--- src/rtl/sram_dma_reader_if.sv ---
// Bundles the sram_dma_reader configuration/status, SRAM DMA read port and output stream.
//   master: the DMA reader (drives status, dma_rd_en/dma_rd_addr, out_valid/out_data/out_last)
//   slave : the environment (drives cfg_*, dma_rdata, out_ready)
interface sram_dma_reader_if #(
  parameter int unsigned LEN_BITS = 16
);
  logic                cfg_start;
  logic [31:0]         cfg_src_addr;
  logic [LEN_BITS-1:0] cfg_len_words;
  logic                busy;
  logic                done;
  logic                err;
  logic                dma_rd_en;
  logic [31:0]         dma_rd_addr;
  logic [31:0]         dma_rdata;
  logic                out_valid;
  logic [31:0]         out_data;
  logic                out_last;
  logic                out_ready;

  modport master (
    input  cfg_start, cfg_src_addr, cfg_len_words, dma_rdata, out_ready,
    output busy, done, err, dma_rd_en, dma_rd_addr, out_valid, out_data, out_last
  );

  modport slave (
    output cfg_start, cfg_src_addr, cfg_len_words, dma_rdata, out_ready,
    input  busy, done, err, dma_rd_en, dma_rd_addr, out_valid, out_data, out_last
  );
endinterface

--- src/rtl/sram_dma_reader.sv ---
// DMA reader: fetches cfg_len_words 32-bit words starting at cfg_src_addr from the SRAM DMA
// read port (combinational rdata) and streams them out through a 2-entry FIFO.
// Ports:
//   clk, rst : clock, synchronous active-high reset
//   bus      : sram_dma_reader_if.master (cfg/status, SRAM DMA port, valid/ready stream)
// LEN_BITS must match the LEN_BITS of the connected interface.
module sram_dma_reader #(
  parameter int unsigned MEM_BYTES = 16384,
  parameter int unsigned LEN_BITS  = 16
) (
  input logic               clk,
  input logic               rst,
  sram_dma_reader_if.master bus
);

  typedef enum logic [1:0] {StIdle, StRead, StDrain, StDone} state_e;

  state_e              state_q;
  logic [31:0]         cur_addr_q;
  logic [LEN_BITS-1:0] remaining_q;
  logic                err_q;

  logic [31:0] fifo_data_q [2];
  logic [1:0]  fifo_last_q;
  logic        wr_ptr_q;
  logic        rd_ptr_q;
  logic [1:0]  count_q;

  logic        rd_en;
  logic        pop;
  logic        last_word;
  logic        cfg_bad;
  logic [33:0] end_addr;

  // 34-bit end address so a large source address plus length cannot wrap past the check.
  assign end_addr  = {2'b00, bus.cfg_src_addr} + (34'(bus.cfg_len_words) << 2);
  assign cfg_bad   = (bus.cfg_src_addr[1:0] != 2'b00) || (end_addr > 34'(MEM_BYTES));

  // Read enable uses only registered state, so out_ready never reaches the SRAM port.
  assign rd_en     = (state_q == StRead) && (count_q != 2'd2);
  assign pop       = (count_q != 2'd0) && bus.out_ready;
  assign last_word = (remaining_q == LEN_BITS'(1));

  always_ff @(posedge clk) begin
    if (rst) begin
      state_q        <= StIdle;
      cur_addr_q     <= '0;
      remaining_q    <= '0;
      err_q          <= 1'b0;
      fifo_data_q[0] <= '0;
      fifo_data_q[1] <= '0;
      fifo_last_q    <= '0;
      wr_ptr_q       <= 1'b0;
      rd_ptr_q       <= 1'b0;
      count_q        <= '0;
    end else begin
      if (rd_en) begin
        fifo_data_q[wr_ptr_q] <= bus.dma_rdata;
        fifo_last_q[wr_ptr_q] <= last_word;
        wr_ptr_q              <= ~wr_ptr_q;
      end
      if (pop) begin
        rd_ptr_q <= ~rd_ptr_q;
      end
      count_q <= count_q + {1'b0, rd_en} - {1'b0, pop};

      unique case (state_q)
        StIdle: begin
          if (bus.cfg_start) begin
            cur_addr_q  <= bus.cfg_src_addr;
            remaining_q <= bus.cfg_len_words;
            err_q       <= 1'b0;
            if (bus.cfg_len_words == '0) begin
              state_q <= StDone;
            end else if (cfg_bad) begin
              err_q   <= 1'b1;
              state_q <= StDone;
            end else begin
              state_q <= StRead;
            end
          end
        end
        StRead: begin
          if (rd_en) begin
            cur_addr_q  <= cur_addr_q + 32'd4;
            remaining_q <= remaining_q - LEN_BITS'(1);
            if (last_word) begin
              state_q <= StDrain;
            end
          end
        end
        StDrain: begin
          // The last-flagged entry is always the youngest, so popping the sole entry ends it.
          if (pop && (count_q == 2'd1)) begin
            state_q <= StDone;
          end
        end
        StDone: begin
          state_q <= StIdle;
        end
        default: begin
          state_q <= StIdle;
        end
      endcase
    end
  end

  assign bus.busy        = (state_q != StIdle);
  assign bus.done        = (state_q == StDone);
  assign bus.err         = err_q;
  assign bus.dma_rd_en   = rd_en;
  assign bus.dma_rd_addr = rd_en ? cur_addr_q : 32'd0;
  assign bus.out_valid   = (count_q != 2'd0);
  assign bus.out_data    = fifo_data_q[rd_ptr_q];
  assign bus.out_last    = (count_q != 2'd0) && fifo_last_q[rd_ptr_q];

endmodule
--- src/flat_wrapper.sv ---
// flat-port wrapper written by rule: the top's interface ports become plain ports
module sram_dma_reader_flat 
#(
  parameter int unsigned MEM_BYTES = 16384,
  parameter int unsigned LEN_BITS  = 16
)
  (clk, rst, bus_cfg_start, bus_cfg_src_addr, bus_cfg_len_words, bus_dma_rdata, bus_out_ready, bus_busy, bus_done, bus_err, bus_dma_rd_en, bus_dma_rd_addr, bus_out_valid, bus_out_data, bus_out_last);
  sram_dma_reader_if #(.LEN_BITS(LEN_BITS)) bus_i ();
  input logic clk;
  input logic rst;
  input wire logic [$bits(bus_i.cfg_start)-1:0] bus_cfg_start;
  input wire logic [$bits(bus_i.cfg_src_addr)-1:0] bus_cfg_src_addr;
  input wire logic [$bits(bus_i.cfg_len_words)-1:0] bus_cfg_len_words;
  input wire logic [$bits(bus_i.dma_rdata)-1:0] bus_dma_rdata;
  input wire logic [$bits(bus_i.out_ready)-1:0] bus_out_ready;
  output wire logic [$bits(bus_i.busy)-1:0] bus_busy;
  output wire logic [$bits(bus_i.done)-1:0] bus_done;
  output wire logic [$bits(bus_i.err)-1:0] bus_err;
  output wire logic [$bits(bus_i.dma_rd_en)-1:0] bus_dma_rd_en;
  output wire logic [$bits(bus_i.dma_rd_addr)-1:0] bus_dma_rd_addr;
  output wire logic [$bits(bus_i.out_valid)-1:0] bus_out_valid;
  output wire logic [$bits(bus_i.out_data)-1:0] bus_out_data;
  output wire logic [$bits(bus_i.out_last)-1:0] bus_out_last;
  assign bus_i.cfg_start = bus_cfg_start;
  assign bus_i.cfg_src_addr = bus_cfg_src_addr;
  assign bus_i.cfg_len_words = bus_cfg_len_words;
  assign bus_i.dma_rdata = bus_dma_rdata;
  assign bus_i.out_ready = bus_out_ready;
  assign bus_busy = bus_i.busy;
  assign bus_done = bus_i.done;
  assign bus_err = bus_i.err;
  assign bus_dma_rd_en = bus_i.dma_rd_en;
  assign bus_dma_rd_addr = bus_i.dma_rd_addr;
  assign bus_out_valid = bus_i.out_valid;
  assign bus_out_data = bus_i.out_data;
  assign bus_out_last = bus_i.out_last;
  sram_dma_reader #(.MEM_BYTES(MEM_BYTES), .LEN_BITS(LEN_BITS)) u_core (.clk(clk), .rst(rst), .bus(bus_i));
endmodule
--- config.mk ---
export PLATFORM = sky130hd
export DESIGN_NAME = sram_dma_reader_flat
export DESIGN_NICKNAME = d
export VERILOG_FILES = /design/src/rtl/sram_dma_reader_if.sv /design/src/rtl/sram_dma_reader.sv /design/src/flat_wrapper.sv
export SDC_FILE = /design/constraint.sdc
export NUM_CORES = 1
export LEC_CHECK = 0
export CELL_PAD_IN_SITES_DETAIL_PLACEMENT = 1
export CELL_PAD_IN_SITES_GLOBAL_PLACEMENT = 2
export CORE_UTILIZATION = 25
export CTS_CLUSTER_SIZE = 20
export DETAILED_ROUTE_END_ITERATION = 8
export PLACE_DENSITY_LB_ADDON = 0.1
export SLEW_MARGIN = 20
export SYNTH_ARGS = -nofsm -noshare
export SYNTH_HDL_FRONTEND = slang
export SYNTH_SLANG_ARGS = --single-unit
--- constraint.sdc ---
create_clock -name clk -period 6.1 [get_ports clk]
set_input_delay 1.83 -clock clk [delete_from_list [all_inputs] [get_ports clk]]
set_output_delay 1.83 -clock clk [all_outputs]
set_load 0.05 [all_outputs]
==> results.yml, run 1 <==
run_status:
  status: "completed"
layout:
  nFillCells: 3656
  drive_gt1_share_pct: 9.11
  post-route-cell-area_sq_mm: 0.0105
  n_antenna_cell: 0
  stdcell_count: 1467
  utilization_pct: 33.2
  nets: 1163
  area_growth_pct: 31.0
placement:
  place_area_sq_mm: 0.00988
  placedCellCount: 1435
  io_buffers: 153
  dp_hpwl_um: 21200
  pre_cts_ws_ps: 612
  place_congestion: 0.822
drt:
  drt_pass1_iterations: 6
  wl_per_cell_um: 19.8
  vias: 7450
  first_iter_violations: 295
  ant_nets: 0
  viasPerCell: 5.08
  drt_wl_total_um: 29000
  drc: 0
setup_path:
  rr_worst_depth: 9
  critPathKind: "in -> reg"
  r2r_start: "u_core.count_q[0]"
  cp.required_ps: 6420
  r2r_slack_ps: 2810
  arrival_ps: 5400
  crit_path_end_kind: "flop"
  cp_slowest_stage_delay_ps: 470
  path_cells: "clkdlybuf4s50_1, ha_1, fa_1, a21o_1, a221oi_2, a2111oi_0, or2_2, and4_1, mux2i_1, o21ai_0, nand4_1, a32o_1"
  start_kind: "input port"
  worstPathMaxFanout: 4
  cpMaxStageDelayCell: "clkdlybuf4s50_1"
  r2r-end: "u_core.cur_addr_q[21]"
synthesis:
  syn_area_sq_mm: 0.00798
  synth_top_cell_area_share_pct: 24.1
  synth_edf_count: 64
  syn_avg_cell_area_sq_um: 8.62
  synth_top_family_by_area: "simple AND/OR/NAND/NOR gates"
  yosysWarnings: 0
  synth_nets: 1037
  synth_top_area_cell: "edfxtp_1"
  yosysSeqAreaShare_pct: 38.6
  synthSimpleGateAreaFrac_pct: 27.0
  yosys-top-cells-area: "edfxtp_1 (24%), dfxtp_1 (15%), and2_1 (5.6%)"
  syn_inst: 926
  synth_compound_area_share_pct: 19.3
  ys_types: 73
  synth_mux_area_share_pct: 5.53
  synth_ff_type: "edfxtp_1"
  async_flop_share_pct: 0
  synth-xor-area-share_pct: 0.988
  synthAdderAreaFrac_pct: 4.33
  ys_ff_latch: 122
grt:
  grtUsageTotal_pct: 17.9
  gr-usage-met1_pct: 24.1
  top_usage_layer: "met2"
  overflow: 0
  groute.layer.met2.usage_pct: 29.9
  grt_pass1_wl_um: 44800
  grt_pass1_vias: 7524
  grt_max_degree: 59
  antenna_found_initial: 0
  met3_usage_pct: 2.22
floorplanning:
  die_height_um: 181
  die_area_sq_mm: 0.0326
  num_rows: 65
  start_util_pct: 25.4
  dieWidth_um: 181
  io_pins: 154
  core_area_sq_mm: 0.0315
timing:
  finalSetupTns_ps: 0
  final_hold_viol_count: 0
  rsz0062_at_grt: "no"
  fmax_mhz: 197
  clock_skew_ps: 11.2
  period_needed_ps: 5080
  max-slew-margin-rel_pct: 46.9
  fin_crit_sh_pct: 83.4
  finalWorstSetupSlack_ps: 1020
  setup_violations: 0
  whs_ps: 474
  worst_slew_pin_slew_ps: 776
  final-max-slew-violation-count: 0
hold_path:
  worstHoldPathType: "reg -> reg"
  min_path_cells: 2
  hp-start: "u_core.fifo_last_q[0]"
  holdPathEnd: "u_core.fifo_last_q[0]"
clock_network:
  htreeDepth: 4
  worst_skew_pair.late_latency_ps: 420
  cts_setup_buffers: 0
  max-clock-path-buffers: 2
  cts_tree: "yes"
  cts_sinks: 122
  cts_root_buf: "clkbuf_16"
  post_cts_resized: 0
  numCtsBuffers: 17
  hold_buffers: 0
  clk_pin_slew_worst_paths_ps: 70
pwr:
  combPwrFrac_pct: 49.6
  leakagePower_nw: 3.83
  seqPwrFrac_pct: 28.6
  switchingPower_mw: 2.15
  peakVddDrop_v: 0.000208
  intPower_mw: 2.49
  finalPower_mw: 4.64
  power_frac_clock_pct: 21.9
  sw_frac_of_total_pct: 46.4
  pwr_density_cell_mw_per_mm2: 444
job:
  maxCapViolCount: 0
flip-flops by register name, summed over array words and instances (netlist names), named ones only:
signal,flops
u_core.remaining_q,16
u_core.state_q,2
u_core.wr_ptr_q,1
u_core.fifo_data_q,64
u_core.count_q,2
u_core.fifo_last_q,2
u_core.rd_ptr_q,1
u_core.cur_addr_q,32
u_core.bus.err,1
worst max-delay path, delay by kind of cell:
kind            cells  cell delay [ps]
compound gates      5             1540
simple gates        3              770
mux                 1              130
fa+ha+maj           2              670
buf+inv             1              470
cell usage after synthesis, drive strengths merged, types with 11 or more instances:
cell / number
nand2: 108
ha: 26
dfxtp: 58
mux2: 33
a21oi: 54
clkbuf: 41
o22ai: 11
nor3: 25
nor2: 72
a211oi: 27
buf: 18
nand4: 17
edfxtp: 64
and3: 40
o21ai: 55
a22oi: 15
inv: 18
and2: 71
nand3: 25
nor4: 12
layout make-up:
| class | count | area (sq um) | share of cell area [%] |
|---|---|---|---|
| timing repair buffer | 166 | 1620 | 15.5 |
| sequential | 122 | 3080 | 29.5 |
| tap | 402 | 503 | 4.81 |
| clock inverter | 15 | 154 | 1.47 |
| multi-input combinational | 727 | 4600 | 44.0 |
| inverter | 18 | 67.6 | 0.646 |
| clock buffer | 17 | 425 | 4.07 |
routing by layer:
metal,vias to the layer above,wire length [um]
met5,-,0
met4,0,410
met3,24,697
met2,121,13800
met1,3638,14100
li1,3667,-
how the worst max path moves through the flow:
stage / start / to / slack, ps / cells past startpoint
after global routing: bus_cfg_len_words[7] / u_core.state_q[1] / 790 / 11
after detailed placement: bus_cfg_len_words[0] / u_core.bus.err / 610 / 12
after CTS: bus_cfg_len_words[0] / u_core.bus.err / 1060 / 12
after global placement: bus_cfg_len_words[0] / u_core.bus.err / 710 / 12
final: bus_cfg_len_words[0] / u_core.bus.err / 1020 / 12
after floorplan: bus_cfg_len_words[0] / u_core.bus.err / 1590 / 10
cells in the final DEF (no fill, tap or decap), types with 5 or more instances in the layout:
cell             instances
o21a_1                   9
mux2i_1                  7
a21o_1                   9
and2_1                  71
a22oi_1                 15
nor4_1                  12
edfxtp_1                64
a211oi_1                27
nand3_1                 25
mux2_2                  33
ha_1                    25
clkbuf_16               17
nand2_1                108
and3_1                  39
nor2_1                  72
o21ai_0                 54
nand4_1                 17
nor3_1                  24
or3_1                    8
a21oi_1                 54
inv_1                   18
dfxtp_1                 58
nor2b_1                  9
xnor2_1                  5
inv_6                    6
o31ai_1                  9
buf_4                   13
o22ai_1                 11
clkdlybuf4s50_1        152
nand2b_1                 9
power by group through the flow:
stage / logic (mW) / registers [mW] / clock network [mW]
6_report: 2.30 / 1.33 / 1.02
3_5_place_dp: 2.32 / 1.34 / 0
5_1_grt: 2.51 / 1.37 / 1.07
4_1_cts: 2.34 / 1.33 / 1.04
2_1_floorplan: 1.61 / 1.27 / 0
3_3_place_gp: 2.32 / 1.34 / 0
logic make-up after synthesis:
group	count (synthesis)
fa+ha+maj	27
xor+xnor	9
buf+inv	77
flops	122
simple gates	420
compound gates	231
mux	40
Note: power is estimated with default switching activity, not from simulation.
==> run 2: changes to the inputs <==
clock period = 4.1 ns   (was 6.1 ns; I/O delays follow)
==> results.yml, run 2 (synthesis gave the netlist of run 1 again) <==
clock_network:
  cts_sinks: 122
  hold_buffers: 0
  numCtsBuffers: 17
  cts_root_buf: "clkbuf_16"
  worst_skew_pair.late_latency_ps: 420
  clk_pin_slew_worst_paths_ps: 60
  htreeDepth: 4
  cts_tree: "yes"
  max-clock-path-buffers: 2
floorplanning:
  num_rows: 65
  io_pins: 154
  dieWidth_um: 181
  core_area_sq_mm: 0.0315
  die_area_sq_mm: 0.0326
  die_height_um: 181
  start_util_pct: 25.4
drt:
  drt_wl_total_um: 29800
  wl_per_cell_um: 18.7
  first_iter_violations: 384
  ant_nets: 0
  drc: 0
  drt_pass1_iterations: 6
  vias: 7830
  viasPerCell: 4.91
grt:
  grt_pass1_vias: 8019
  grt_pass1_wl_um: 46200
  antenna_found_initial: 0
  overflow: 0
  grt_max_degree: 60
  grtUsageTotal_pct: 18.1
timing:
  max-slew-margin-rel_pct: 53.0
  setup_violations: 0
  finalWorstSetupSlack_ps: 159
  worst_slew_pin_slew_ps: 700
  final_hold_viol_count: 0
  finalSetupTns_ps: 0
  period_needed_ps: 3940
  whs_ps: 476
  fmax_mhz: 254
  clock_skew_ps: 16.0
  fin_crit_sh_pct: 96.1
  final-max-slew-violation-count: 0
setup_path:
  endpoint: "u_core.bus.err"
  arrival_ps: 4250
  cp.required_ps: 4410
  crit_family: "compound AO/OA/AOI/OAI gates"
  rr_worst_depth: 9
  path_cells: "clkdlybuf4s50_1, ha_4, a21o_1, a31o_1, o2111ai_4, buf_6, a2bb2o_1, nor4_2, nand3_2, a2111oi_4, nand4_1, a32o_1"
  path_buf_inv: 2
  cp_slowest_stage_delay_ps: 530
  path_depth: 12
  crit_start: "bus_cfg_len_words[4]"
  r2r_slack_ps: 1100
  crit_path_end_kind: "flop"
  worstPathMaxFanout: 7
  r2r-end: "u_core.remaining_q[11]"
  cpMaxStageDelayCell: "clkdlybuf4s50_1"
  start_kind: "input port"
  r2r_start: "u_core.state_q[1]"
  critPathKind: "in -> reg"
pwr:
  leakagePower_nw: 4.58
  intPower_mw: 3.92
  power_frac_clock_pct: 21.5
  peakVddDrop_v: 0.000297
  finalPower_mw: 7.11
  pwr_density_cell_mw_per_mm2: 612
  combPwrFrac_pct: 50.8
  switchingPower_mw: 3.20
  sw_frac_of_total_pct: 45.0
  seqPwrFrac_pct: 27.8
layout:
  regArea_sq_mm: 0.00308
  utilization_pct: 37.0
  n_antenna_cell: 0
  layout_top_registers: "u_core.fifo_data_q (64), u_core.cur_addr_q (32), u_core.remaining_q (16)"
  area_growth_pct: 45.8
  largest_reg_flops: 64
  regMostFlops: "u_core.fifo_data_q"
  post-route-cell-area_sq_mm: 0.0116
  final_cell_mix: "buf_4 (140), clkdlybuf4s50_1 (137), nand2_1 (108)"
  nFillCells: 3682
  multi_input_area_sq_mm: 0.00477
  drive_gt1_share_pct: 20.9
  layout_commonest_cell: "buf_4"
  stdcell_count: 1594
  nets: 1290
placement:
  place_area_sq_mm: 0.0108
  place_congestion: 0.791
  io_buffers: 153
  placedCellCount: 1559
  dp_hpwl_um: 22400
  pre_cts_ws_ps: -586
job:
  maxCapViolCount: 0
hold_path:
  worstHoldPathType: "reg -> reg"
run_status:
  status: "completed"
-- run 2: cell types whose count changed in the layout (fill, tap and decap cells not counted), sizes merged, moves of 2 or more --
cell / before / now
buf: 14 / 144
clkdlybuf4s50: 152 / 137
dlymetal6s2s: 0 / 11
inv: 27 / 25
-- run 2: worst reg2reg max path, stage by stage (launching register included) --
cell	delay, ps
dfxtp_1	360
inv_1	150
ha_4	530
nand2_1	380
inv_1	300
o21a_2	490
buf_4	300
nand3_1	100
a22oi_1	190
nor2_1	60
-- run 2: layer usage --
layer | global-route usage (%) | up-vias | routed length [um]
li1 | - | 3914 | -
met1 | 25.0 | 3796 | 14600
met4 | 3.66 | 0 | 127
met5 | 0 | - | 0
met2 | 30.0 | 109 | 14500
met3 | 2.49 | 11 | 701
-- run 2: final cells by class --
type / count / share of cell area (%)
Multi-Input combinational cell: 727 / 41.0
Sequential cell: 122 / 26.5
Timing Repair Buffer: 293 / 22.6
Tap cell: 402 / 4.32
Clock buffer: 18 / 3.69
Clock inverter: 14 / 1.37
Inverter: 18 / 0.581
-- run 2: repair_timing --
action / in CTS / in global routing
pin swaps: 4 / 16
endpoints found under the setup margin: 2 / 2
buffers inserted: 1 / 2
gates resized for setup: 10 / 36
-- run 2: how the worst min path moves through the flow --
stage / from / end / cells past startpoint
3_3_place_gp: u_core.fifo_last_q[0] / u_core.fifo_last_q[0] / 2
3_5_place_dp: u_core.remaining_q[7] / u_core.remaining_q[7] / 2
2_1_floorplan: u_core.cur_addr_q[31] / u_core.cur_addr_q[31] / 2
4_1_cts: u_core.fifo_last_q[1] / u_core.fifo_last_q[1] / 2
5_1_grt: u_core.remaining_q[7] / u_core.remaining_q[7] / 2
6_report: u_core.fifo_last_q[1] / u_core.fifo_last_q[1] / 2
-- run 2: power groups by stage --
stage	registers, mW	clock network (mW)	logic (mW)
after floorplan	1.89	0	2.40
after global placement	1.99	0	3.59
after detailed placement	1.99	0	3.61
after CTS	1.97	1.57	3.64
after global routing	2.03	1.61	3.93
final	1.98	1.53	3.61
==> run 3: changes to the inputs <==
--- a/config.mk
+++ b/config.mk
@@ -6,4 +6,5 @@
 export NUM_CORES = 1
 export LEC_CHECK = 0
+export ABC_CLOCK_PERIOD_IN_PS = 4100
 export CELL_PAD_IN_SITES_DETAIL_PLACEMENT = 1
 export CELL_PAD_IN_SITES_GLOBAL_PLACEMENT = 2
@@ -11,4 +12,5 @@
 export CTS_CLUSTER_SIZE = 20
 export DETAILED_ROUTE_END_ITERATION = 8
+export HOLD_SLACK_MARGIN = 0.03
 export PLACE_DENSITY_LB_ADDON = 0.1
 export SLEW_MARGIN = 20
==> constraint.sdc (replaced) <==
create_clock -name clk -period 4.1 [get_ports clk]
set_input_delay 1.23 -clock clk [delete_from_list [all_inputs] [get_ports clk]]
set_output_delay 1.23 -clock clk [all_outputs]
set_load 0.02 [all_outputs]
==> results.yml, run 3 (synthesis gave the netlist of run 1 again) <==
placement:
  place_congestion: 0.782
  io_buffers: 153
  dp_hpwl_um: 22300
  place_area_sq_mm: 0.0109
hold_path:
  worstHoldPathType: "reg -> reg"
floorplanning:
  num_rows: 65
  die_height_um: 181
  io_pins: 154
  dieWidth_um: 181
  die_area_sq_mm: 0.0326
  core_area_sq_mm: 0.0315
  start_util_pct: 25.4
grt:
  grt_pass1_vias: 8140
  antenna_found_initial: 0
  grtUsageTotal_pct: 18.3
  grt_max_degree: 52
  grt_pass1_wl_um: 46500
  overflow: 0
pwr:
  seqPwrFrac_pct: 29.2
  combPwrFrac_pct: 47.4
  sw_frac_of_total_pct: 40.9
  intPower_mw: 3.99
  pwr_density_cell_mw_per_mm2: 581
  power_frac_clock_pct: 23.4
  leakagePower_nw: 4.55
  switchingPower_mw: 2.76
  peakVddDrop_v: 0.000306
drt:
  drt_wl_total_um: 29800
  ant_nets: 0
  vias: 7907
  first_iter_violations: 306
  viasPerCell: 4.96
  drc: 0
  drt_pass1_iterations: 6
  wl_per_cell_um: 18.7
timing:
  fmax_mhz: 252
  fin_crit_sh_pct: 96.6
  final_hold_viol_count: 0
  final-max-slew-violation-count: 0
  setup_violations: 0
  period_needed_ps: 3960
  clock_skew_ps: 13.9
  max-slew-margin-rel_pct: 59.7
  rsz0062_at_grt: "no"
  worst_slew_pin_slew_ps: 603
clock_network:
  cts_root_buf: "clkbuf_16"
  htreeDepth: 4
  max-clock-path-buffers: 2
  cts_sinks: 122
  worst_skew_pair.late_latency_ps: 420
  cts_tree: "yes"
  clk_pin_slew_worst_paths_ps: 60
  numCtsBuffers: 17
setup_path:
  r2r_slack_ps: 1120
  critPathKind: "in -> reg"
  cp.required_ps: 4410
  path_cells: "clkdlybuf4s50_1, ha_1, and3_2, a221oi_2, buf_4, a22oi_2, xor2_1, or4_4, a2111oi_4, nand4_1, a32o_1"
  start_kind: "input port"
  cp_slowest_stage_delay_ps: 510
  arrival_ps: 4270
  crit_path_end_kind: "flop"
  worstPathMaxFanout: 4
  cpMaxStageDelayCell: "or4_4"
layout:
  utilization_pct: 36.9
  regArea_sq_mm: 0.00308
  multi_input_area_sq_mm: 0.00473
  drive_gt1_share_pct: 20.3
  largest_reg_flops: 64
  area_growth_pct: 45.7
  nFillCells: 3646
  post-route-cell-area_sq_mm: 0.0116
  final_cell_mix: "clkdlybuf4s50_1 (143), buf_4 (136), nand2_1 (108)"
  layout_commonest_cell: "clkdlybuf4s50_1"
  regMostFlops: "u_core.fifo_data_q"
  nets: 1289
  n_antenna_cell: 0
  layout_top_registers: "u_core.fifo_data_q (64), u_core.cur_addr_q (32), u_core.remaining_q (16)"
run_status:
  status: "completed"
job:
  maxCapViolCount: 0
-- run 3: layout make-up --
type	instances	area share [%]
Sequential cell	122	26.5
Timing Repair Buffer	292	22.7
Clock buffer	18	3.69
Tap cell	402	4.33
Inverter	18	0.581
Multi-Input combinational cell	727	40.7
Clock inverter	14	1.55
-- run 3: routing by layer --
metal  GRT usage (%)  up-vias  wire, um
met5               0        -         0
met4            3.38        0       212
met3            2.93       15       901
met2            30.8      115     14300
met1            24.6     3857     14400
li1                -     3920         -
-- run 3: power by group through the flow --
stage	logic, mW	clock network, mW	registers [mW]
final	3.20	1.58	1.97
after global routing	3.56	1.67	2.03
after CTS	3.24	1.62	1.97
after detailed placement	3.22	0	1.99
after global placement	3.17	0	1.99
after floorplan	1.98	0	1.88
-- run 3: timing repair --
action,in CTS,in global routing
buffers inserted,0,2
setup endpoints to repair,2,2
hold buffers,0,0
pin swaps,6,17
gates resized for setup,9,26
-- run 3: final timing paths --
kind / start / endpoint / cells past startpoint
setup / recovery: bus_cfg_len_words[5] / u_core.bus.err / 11
hold / removal: u_core.fifo_last_q[0] / u_core.fifo_last_q[0] / 2
setup reg to reg: u_core.cur_addr_q[2] / u_core.cur_addr_q[30] / 9
hold reg to reg: u_core.fifo_last_q[0] / u_core.fifo_last_q[0] / 2
-- run 3: per-stage QoR --
| stage | power (mW) | hold WS, ps | setup WS [ps] | cells | setup TNS (ps) |
|---|---|---|---|---|---|
| after detailed placement | 5.21 | 466 | -512 | 1559 | -970 |
| after floorplan | 3.86 | 445 | 189 | 926 | 0 |
| after global routing | 7.25 | 488 | 9.13 | 1593 | 0 |
| after global placement | 5.16 | 461 | -470 | 1558 | -881 |
| after CTS | 6.83 | 475 | 4.44 | 1591 | 0 |
| final | 6.75 | 473 | 138 | 1593 | 0 |
-- run 3: worst max-delay path, delay by kind of cell --
kind | cells | cell delay (ps)
AO/OA/AOI/OAI | 4 | 970
AND/OR/NAND/NOR | 3 | 870
XOR/XNOR | 1 | 190
buffers and inverters | 2 | 630
adder cells (fa/ha/maj) | 1 | 360
